### src/rtl/arm_pkg.sv
// Shared types for the ARM-subset execute stage: opcodes, shift types,
// the NZCV flag layout, multiplier FSM states and a rotate helper.
package arm_pkg;

  localparam int W = 32;

  typedef enum logic [3:0] {
    CMD_MOV = 4'b0001,
    CMD_MVN = 4'b1001,
    CMD_ADD = 4'b0010,
    CMD_ADC = 4'b0011,
    CMD_SUB = 4'b0100,
    CMD_SBC = 4'b0101,
    CMD_AND = 4'b0110,
    CMD_ORR = 4'b0111,
    CMD_EOR = 4'b1000,
    CMD_MUL = 4'b1111
  } exe_cmd_t;

  typedef enum logic [1:0] {
    SH_LSL = 2'b00,
    SH_LSR = 2'b01,
    SH_ASR = 2'b10,
    SH_ROR = 2'b11
  } shift_t;

  typedef struct packed {
    logic n;
    logic z;
    logic c;
    logic v;
  } nzcv_t;

  typedef enum logic [1:0] {
    IDLE = 2'b00,
    BUSY = 2'b01,
    DONE = 2'b10
  } mul_state_t;

  function automatic logic [W-1:0] ror32(input logic [W-1:0] x, input logic [4:0] amt);
    logic [2*W-1:0] t;
    t = {x, x} >> amt;
    return t[W-1:0];
  endfunction

endpackage

### src/rtl/exe_stage_if.sv
// ID/EX operand bundle into the execute stage and its results back out.
interface exe_stage_if;
  import arm_pkg::*;

  logic [3:0]   EXE_CMD;
  logic         MEM_R_EN;
  logic         MEM_W_EN;
  logic         S;
  logic         B;
  logic         IMM;
  logic [11:0]  ShiftOperand;
  logic [23:0]  Signed_IMM_24;
  logic [W-1:0] PC;
  logic [W-1:0] VAL_RN;
  logic [W-1:0] VAL_RM;
  logic [3:0]   SR_IN;
  logic [W-1:0] ALU_RES;
  logic [W-1:0] BR_ADDR;
  logic         BR_TAKEN;
  logic [3:0]   SR;
  logic         STALL;

  modport master (
    output EXE_CMD, MEM_R_EN, MEM_W_EN, S, B, IMM, ShiftOperand, Signed_IMM_24,
           PC, VAL_RN, VAL_RM, SR_IN,
    input  ALU_RES, BR_ADDR, BR_TAKEN, SR, STALL
  );

  modport slave (
    input  EXE_CMD, MEM_R_EN, MEM_W_EN, S, B, IMM, ShiftOperand, Signed_IMM_24,
           PC, VAL_RN, VAL_RM, SR_IN,
    output ALU_RES, BR_ADDR, BR_TAKEN, SR, STALL
  );

endinterface

### src/rtl/exe_stage_mul.sv
// Shift-add 32x32 multiplier: one partial product per cycle, 32 BUSY cycles,
// then a single DONE cycle presenting the low 32 bits of the product.
module exe_mul
  import arm_pkg::*;
(
  input  logic         clk,
  input  logic         rst,
  input  logic         start,
  input  logic [W-1:0] a,
  input  logic [W-1:0] b,
  output logic         busy,
  output logic         done,
  output logic [W-1:0] product
);

  mul_state_t   state_q;
  logic [W-1:0] acc_q;
  logic [W-1:0] mcand_q;
  logic [W-1:0] mplr_q;
  logic [4:0]   cnt_q;

  always_ff @(posedge clk) begin
    if (!rst) begin
      state_q <= IDLE;
      acc_q   <= '0;
      mcand_q <= '0;
      mplr_q  <= '0;
      cnt_q   <= 5'd0;
    end else begin
      case (state_q)
        IDLE: begin
          if (start) begin
            mcand_q <= a;
            mplr_q  <= b;
            acc_q   <= '0;
            cnt_q   <= 5'd0;
            state_q <= BUSY;
          end
        end
        BUSY: begin
          if (mplr_q[0]) begin
            acc_q <= acc_q + mcand_q;
          end
          mcand_q <= mcand_q << 1;
          mplr_q  <= mplr_q >> 1;
          cnt_q   <= cnt_q + 5'd1;
          if (cnt_q == 5'd31) begin
            state_q <= DONE;
          end
        end
        DONE:    state_q <= IDLE;
        default: state_q <= IDLE;
      endcase
    end
  end

  assign busy    = (state_q == BUSY);
  assign done    = (state_q == DONE);
  assign product = acc_q;

endmodule

### src/rtl/exe_stage.sv
// Execute stage: Val2 generation, ALU with NZCV, branch target and the status
// register. Build with EXE_MUL_EN to add the multi-cycle MUL and its STALL.
module exe_stage
  import arm_pkg::*;
(
  input  logic     clk,
  input  logic     rst,
  exe_stage_if.slave bus
);

  logic [W-1:0] val2_s;
  logic [4:0]   shamt_s;
  shift_t       shtype_s;
  logic [W-1:0] add_b_s;
  logic         add_cin_s;
  logic         is_arith_s;
  logic [W:0]   sum_s;
  logic [W-1:0] res_s;
  nzcv_t        flags_s;
  nzcv_t        sr_q;
  logic         sr_we_s;
  logic         c_in_s;
  logic         sr_in_unused_s;

  assign c_in_s         = bus.SR_IN[1];
  assign sr_in_unused_s = ^{bus.SR_IN[3:2], bus.SR_IN[0]};
  assign shamt_s        = bus.ShiftOperand[11:7];
  assign shtype_s       = shift_t'(bus.ShiftOperand[6:5]);

  // Second operand: rotated immediate, memory offset, or shifted Rm
  always_comb begin
    val2_s = bus.VAL_RM;
    if (bus.IMM) begin
      val2_s = ror32({24'd0, bus.ShiftOperand[7:0]}, {bus.ShiftOperand[11:8], 1'b0});
    end else if (bus.MEM_R_EN || bus.MEM_W_EN) begin
      val2_s = {20'd0, bus.ShiftOperand};
    end else begin
      case (shtype_s)
        SH_LSL:  val2_s = bus.VAL_RM << shamt_s;
        SH_LSR:  val2_s = bus.VAL_RM >> shamt_s;
        SH_ASR:  val2_s = W'($signed(bus.VAL_RM) >>> shamt_s);
        SH_ROR:  val2_s = ror32(bus.VAL_RM, shamt_s);
        default: val2_s = bus.VAL_RM;
      endcase
    end
  end

  // Subtraction is Rn + ~Val2 + carry, so C comes out as NOT borrow
  always_comb begin
    add_b_s    = val2_s;
    add_cin_s  = 1'b0;
    is_arith_s = 1'b0;
    case (bus.EXE_CMD)
      CMD_ADD: is_arith_s = 1'b1;
      CMD_ADC: begin is_arith_s = 1'b1; add_cin_s = c_in_s; end
      CMD_SUB: begin is_arith_s = 1'b1; add_b_s = ~val2_s; add_cin_s = 1'b1; end
      CMD_SBC: begin is_arith_s = 1'b1; add_b_s = ~val2_s; add_cin_s = c_in_s; end
      default: is_arith_s = 1'b0;
    endcase
  end

  assign sum_s = {1'b0, bus.VAL_RN} + {1'b0, add_b_s} + {{W{1'b0}}, add_cin_s};

`ifdef EXE_MUL_EN
  logic         mul_start_s;
  logic         mul_busy_s;
  logic         mul_done_s;
  logic [W-1:0] mul_prod_s;

  assign mul_start_s = (bus.EXE_CMD == CMD_MUL);

  exe_mul u_mul (
    .clk     (clk),
    .rst     (rst),
    .start   (mul_start_s),
    .a       (bus.VAL_RN),
    .b       (bus.VAL_RM),
    .busy    (mul_busy_s),
    .done    (mul_done_s),
    .product (mul_prod_s)
  );

  // DONE still sees the MUL opcode, so it must not re-stall
  assign bus.STALL = mul_busy_s | (mul_start_s & ~mul_done_s);
`else
  assign bus.STALL = 1'b0;
`endif

  // ALU result selection
  always_comb begin
    res_s = '0;
    case (bus.EXE_CMD)
      CMD_MOV: res_s = val2_s;
      CMD_MVN: res_s = ~val2_s;
      CMD_ADD, CMD_ADC, CMD_SUB, CMD_SBC: res_s = sum_s[W-1:0];
      CMD_AND: res_s = bus.VAL_RN & val2_s;
      CMD_ORR: res_s = bus.VAL_RN | val2_s;
      CMD_EOR: res_s = bus.VAL_RN ^ val2_s;
`ifdef EXE_MUL_EN
      CMD_MUL: res_s = mul_done_s ? mul_prod_s : '0;
`else
      CMD_MUL: res_s = '0;
`endif
      default: res_s = '0;
    endcase
  end

  always_comb begin
    flags_s.n = res_s[W-1];
    flags_s.z = (res_s == '0);
    flags_s.c = is_arith_s ? sum_s[W] : sr_q.c;
    flags_s.v = is_arith_s ? ((bus.VAL_RN[W-1] == add_b_s[W-1]) && (res_s[W-1] != bus.VAL_RN[W-1]))
                           : sr_q.v;
  end

`ifdef EXE_MUL_EN
  assign sr_we_s = bus.S && ((bus.EXE_CMD != CMD_MUL) || mul_done_s);
`else
  assign sr_we_s = bus.S && (bus.EXE_CMD != CMD_MUL);
`endif

  // Architectural status register
  always_ff @(posedge clk) begin
    if (!rst) begin
      sr_q <= '0;
    end else if (sr_we_s) begin
      sr_q <= flags_s;
    end
  end

  assign bus.ALU_RES  = res_s;
  assign bus.BR_ADDR  = bus.PC + {{6{bus.Signed_IMM_24[23]}}, bus.Signed_IMM_24, 2'b00};
  assign bus.BR_TAKEN = bus.B;
  assign bus.SR       = sr_q;

endmodule
### src/flat_wrapper.sv
// flat-port wrapper written by rule: the top's interface ports become plain ports
module exe_stage_flat import arm_pkg::*;
  (clk, rst, bus_EXE_CMD, bus_MEM_R_EN, bus_MEM_W_EN, bus_S, bus_B, bus_IMM, bus_ShiftOperand, bus_Signed_IMM_24, bus_PC, bus_VAL_RN, bus_VAL_RM, bus_SR_IN, bus_ALU_RES, bus_BR_ADDR, bus_BR_TAKEN, bus_SR, bus_STALL);
  exe_stage_if bus_i ();
  input  logic clk;
  input  logic rst;
  input wire logic [$bits(bus_i.EXE_CMD)-1:0] bus_EXE_CMD;
  input wire logic [$bits(bus_i.MEM_R_EN)-1:0] bus_MEM_R_EN;
  input wire logic [$bits(bus_i.MEM_W_EN)-1:0] bus_MEM_W_EN;
  input wire logic [$bits(bus_i.S)-1:0] bus_S;
  input wire logic [$bits(bus_i.B)-1:0] bus_B;
  input wire logic [$bits(bus_i.IMM)-1:0] bus_IMM;
  input wire logic [$bits(bus_i.ShiftOperand)-1:0] bus_ShiftOperand;
  input wire logic [$bits(bus_i.Signed_IMM_24)-1:0] bus_Signed_IMM_24;
  input wire logic [$bits(bus_i.PC)-1:0] bus_PC;
  input wire logic [$bits(bus_i.VAL_RN)-1:0] bus_VAL_RN;
  input wire logic [$bits(bus_i.VAL_RM)-1:0] bus_VAL_RM;
  input wire logic [$bits(bus_i.SR_IN)-1:0] bus_SR_IN;
  output wire logic [$bits(bus_i.ALU_RES)-1:0] bus_ALU_RES;
  output wire logic [$bits(bus_i.BR_ADDR)-1:0] bus_BR_ADDR;
  output wire logic [$bits(bus_i.BR_TAKEN)-1:0] bus_BR_TAKEN;
  output wire logic [$bits(bus_i.SR)-1:0] bus_SR;
  output wire logic [$bits(bus_i.STALL)-1:0] bus_STALL;
  assign bus_i.EXE_CMD = bus_EXE_CMD;
  assign bus_i.MEM_R_EN = bus_MEM_R_EN;
  assign bus_i.MEM_W_EN = bus_MEM_W_EN;
  assign bus_i.S = bus_S;
  assign bus_i.B = bus_B;
  assign bus_i.IMM = bus_IMM;
  assign bus_i.ShiftOperand = bus_ShiftOperand;
  assign bus_i.Signed_IMM_24 = bus_Signed_IMM_24;
  assign bus_i.PC = bus_PC;
  assign bus_i.VAL_RN = bus_VAL_RN;
  assign bus_i.VAL_RM = bus_VAL_RM;
  assign bus_i.SR_IN = bus_SR_IN;
  assign bus_ALU_RES = bus_i.ALU_RES;
  assign bus_BR_ADDR = bus_i.BR_ADDR;
  assign bus_BR_TAKEN = bus_i.BR_TAKEN;
  assign bus_SR = bus_i.SR;
  assign bus_STALL = bus_i.STALL;
  exe_stage u_core (.clk(clk), .rst(rst), .bus(bus_i));
endmodule
### config.mk
export PLATFORM = sky130hd
export DESIGN_NAME = exe_stage_flat
export DESIGN_NICKNAME = d
export VERILOG_FILES = /design/src/rtl/arm_pkg.sv /design/src/rtl/exe_stage_if.sv /design/src/rtl/exe_stage_mul.sv /design/src/rtl/exe_stage.sv /design/src/flat_wrapper.sv
export SDC_FILE = /design/constraint.sdc
export NUM_CORES = 1
export LEC_CHECK = 0
export ABC_AREA = 1
export ABC_CLOCK_PERIOD_IN_PS = 13600
export CAP_MARGIN = 40
export CORE_ASPECT_RATIO = 0.5
export CORE_MARGIN = 2
export CORE_UTILIZATION = 40
export CTS_CLUSTER_DIAMETER = 60
export DETAILED_ROUTE_END_ITERATION = 10
export MAX_ROUTING_LAYER = met4
export SKIP_LAST_GASP = 1
export SYNTH_ARGS = -nofsm -noshare
export SYNTH_HDL_FRONTEND = slang
export SYNTH_SLANG_ARGS = --single-unit
### constraint.sdc
create_clock -name clk -period 13.6 [get_ports clk]
set_input_delay 2.04 -clock clk [delete_from_list [all_inputs] [get_ports clk]]
set_output_delay 2.04 -clock clk [all_outputs]
set_load 0.01 [all_outputs]
==> metrics <==
status finished clean; die width 247 um; number of synthesized register bits 4; First-pass DRT Iterations 6; post-synthesis cell type with the largest combined area nand2_1; top cells by area, synth nand2_1, nand3_1, ha_1; CTS sink count 4; Setup crit start kind input port; Final WS setup 3.87 ns; FF-to-FF Start u_core.bus.SR[1]; Std-Cell Rows 44; Tcrit/Tclk final 0.716; number of flops mapped to enable cells by yosys 0; cells on worst reg2reg path 3; antenna viol nets, final 0; Post-Layout Cell Count 2819; Worst Max-Slew Pin Slew 0.854 ns; CP bufs+invs 8; CP max-delay cell buf_4; vias in the first global route 13800; CP Data Arrival Time 7.69 ns; Pleak 7.36 nW; synth warn 0; Placement Cell Area 14000 sq um; routed vias 15600; R2R Path End u_core.bus.SR[1]; Syn-to-layout area delta 19.3%; Worst EP required 11.56 ns; Syn Nets 2583; reg2reg setup slack 12.88 ns; Critical Path End bus_ALU_RES[27]; max FFs per register 4; Seq/Total Area, Yosys 0.00678; Yosys top cell area share 0.219; Hold-fix buffers, CTS 0; vias per std cell 5.52; Crit path depth 29; Crit. End Element output port; worst skew pair latency 0.23 ns; post-synthesis cell area 11800 sq um; pre-CTS setup slack 4.06 ns; Final GP Congestion 0.992; Tmin final 9.73 ns; Final Hold Vio Count 0; maxcap violations 0; TritonCTS clock tree done; Max-slew headroom 0.426; Synth Instances 2302; largest net degree at the start of global routing 81; WL/cell 17.6 um; first-pass GRT wire length 76.1 mm; asr flop ratio synth 0; FF/Latch Area 80.1 sq um; dpl hpwl 40.4 mm; layout cells sized above 1 0.0400; post-route cell area 14100 sq um; power after layout 741 uW; fillers 3256; all-layer global routing usage 0.319; Resized cells post-CTS 0; DIE AREA 31000 sq um; core area 29000 sq um; grt total ovfl 0; Worst Clk Skew 0 ns; Layout Nets 2710; Initial Utilization 0.407; initial DRC count 1660; RSZ-0062 raised after global routing no; WL final 49.7 mm; area of the multi-input gates 10200 sq um; drc violations 0; Die H 126 um; most used cell, CP nand2_1; hold path start u_core.bus.SR[0]; Critical path origin bus_ShiftOperand[10]; Max IR drop VDD 0.0951 mV; Worst-path clk slew 0.03 ns; Crit Path Category input port to output port; root buffer cell clkbuf_16; initial antenna violation count 1; buffers added on ports 206; Hold Path Class register to register; PD cells 52.6 nW/um^2; Post-Syn Area per Cell 5.13 sq um; num ports 217; Final Setup Violations 0; H-tree levels 1; FMAX 103 MHz; Hold Slack 0.458 ns; Util after Layout 0.486; critical path's top delay family buffers and inverters; Final Max Tran Viols 0; CP Max Fanout 77; Primary FF master, synth dfxtp_1; CTS Buffer Depth 2; Synth cell types 51; Critical Path Max Stage Delay 0.64 ns; setup TNS 0 ns; post-CTS setup buffer count 0; CTS buffer count 3; Placed Instances 2815
-- power by group --
| group | leakage (nW) | switching (mW) | internal [mW] | total [mW] |
|---|---|---|---|---|
| registers | 0.0326 | 0.000237 | 0.0123 | 0.0126 |
| clock network | 0.0370 | 0.00905 | 0.0376 | 0.0467 |
| logic | 7.29 | 0.419 | 0.262 | 0.681 |
-- routing by layer --
| layer | track usage | part of all wire |
|---|---|---|
| met5 | - | 0 |
| met4 | 0.0638 | 0.022 |
| met3 | 0.0515 | 0.097 |
| met2 | 0.494 | 0.43 |
| met1 | 0.435 | 0.45 |
-- final cells by class --
cell class                 count  area share
multi-input combinational   1940       0.726
inverter                     254      0.0682
timing repair buffer         226       0.160
clock buffer                   3     0.00533
tap                          391      0.0347
sequential                     4     0.00568
antenna                        1    0.000178
-- cell families (layout without fill, tap and decap cells) --
family / Yosys count / in the layout / share of synthesized area
and+or+nand+nor: 1477 / 1477 / 0.545
buffers and inverters: 358 / 483 / 0.128
AOI/OAI and AO/OA: 261 / 261 / 0.127
adders and majority gates: 134 / 134 / 0.144
xor gates and xnor gates: 67 / 67 / 0.0497
DFF: 4 / 4 / 0.00678
other: 1 / 2 / 0.000317
-- worst min-delay path by stage --
stage | slack [ns] | cells after the start | endpoint
6_report | 0.46 | 2 | u_core.bus.SR[0]
5_1_grt | 0.50 | 2 | u_core.bus.SR[0]
4_1_cts | 0.46 | 2 | u_core.bus.SR[0]
3_5_place_dp | 0.46 | 2 | u_core.bus.SR[0]
3_3_place_gp | 0.45 | 2 | u_core.bus.SR[0]
2_1_floorplan | 0.49 | 2 | u_core.bus.SR[0]
-- worst register-to-register path, cell delays in order (launching register included) --
cell	delay (ns)
dfxtp_1	0.30
o21ai_0	0.16
a31o_2	0.12
inv_1	0.03
-- synthesized netlist by cell type, types with 4 or more instances --
master,n
clkbuf_1,30
nand2_1,688
o211ai_1,9
a22oi_1,12
buf_4,17
nor2_1,187
nand4_1,15
nand3b_1,11
a221oi_1,9
xor2_1,57
nor3_1,8
o21bai_1,10
nand2_2,30
or2_2,7
xnor2_1,10
a21o_1,5
clkinv_1,4
ha_1,131
buf_6,5
o21ai_0,70
nor2_2,5
a31oi_1,4
nand3_2,4
dfxtp_1,4
o21ai_1,13
buf_1,17
a21oi_1,109
inv_1,234
nand3_1,512
buf_2,34
inv_2,14
-- cells in the final DEF (no fill, tap or decap), types with 30 or more instances in the layout --
cell and instances:
a21oi_1 109, nand2_1 688, inv_1 234, nand3_1 512, ha_1 131, nor2_1 186, o21ai_0 69, clkdlybuf4s50_1 203
nand2_2 30, xor2_1 57
(Power assumes the default switching activity.)
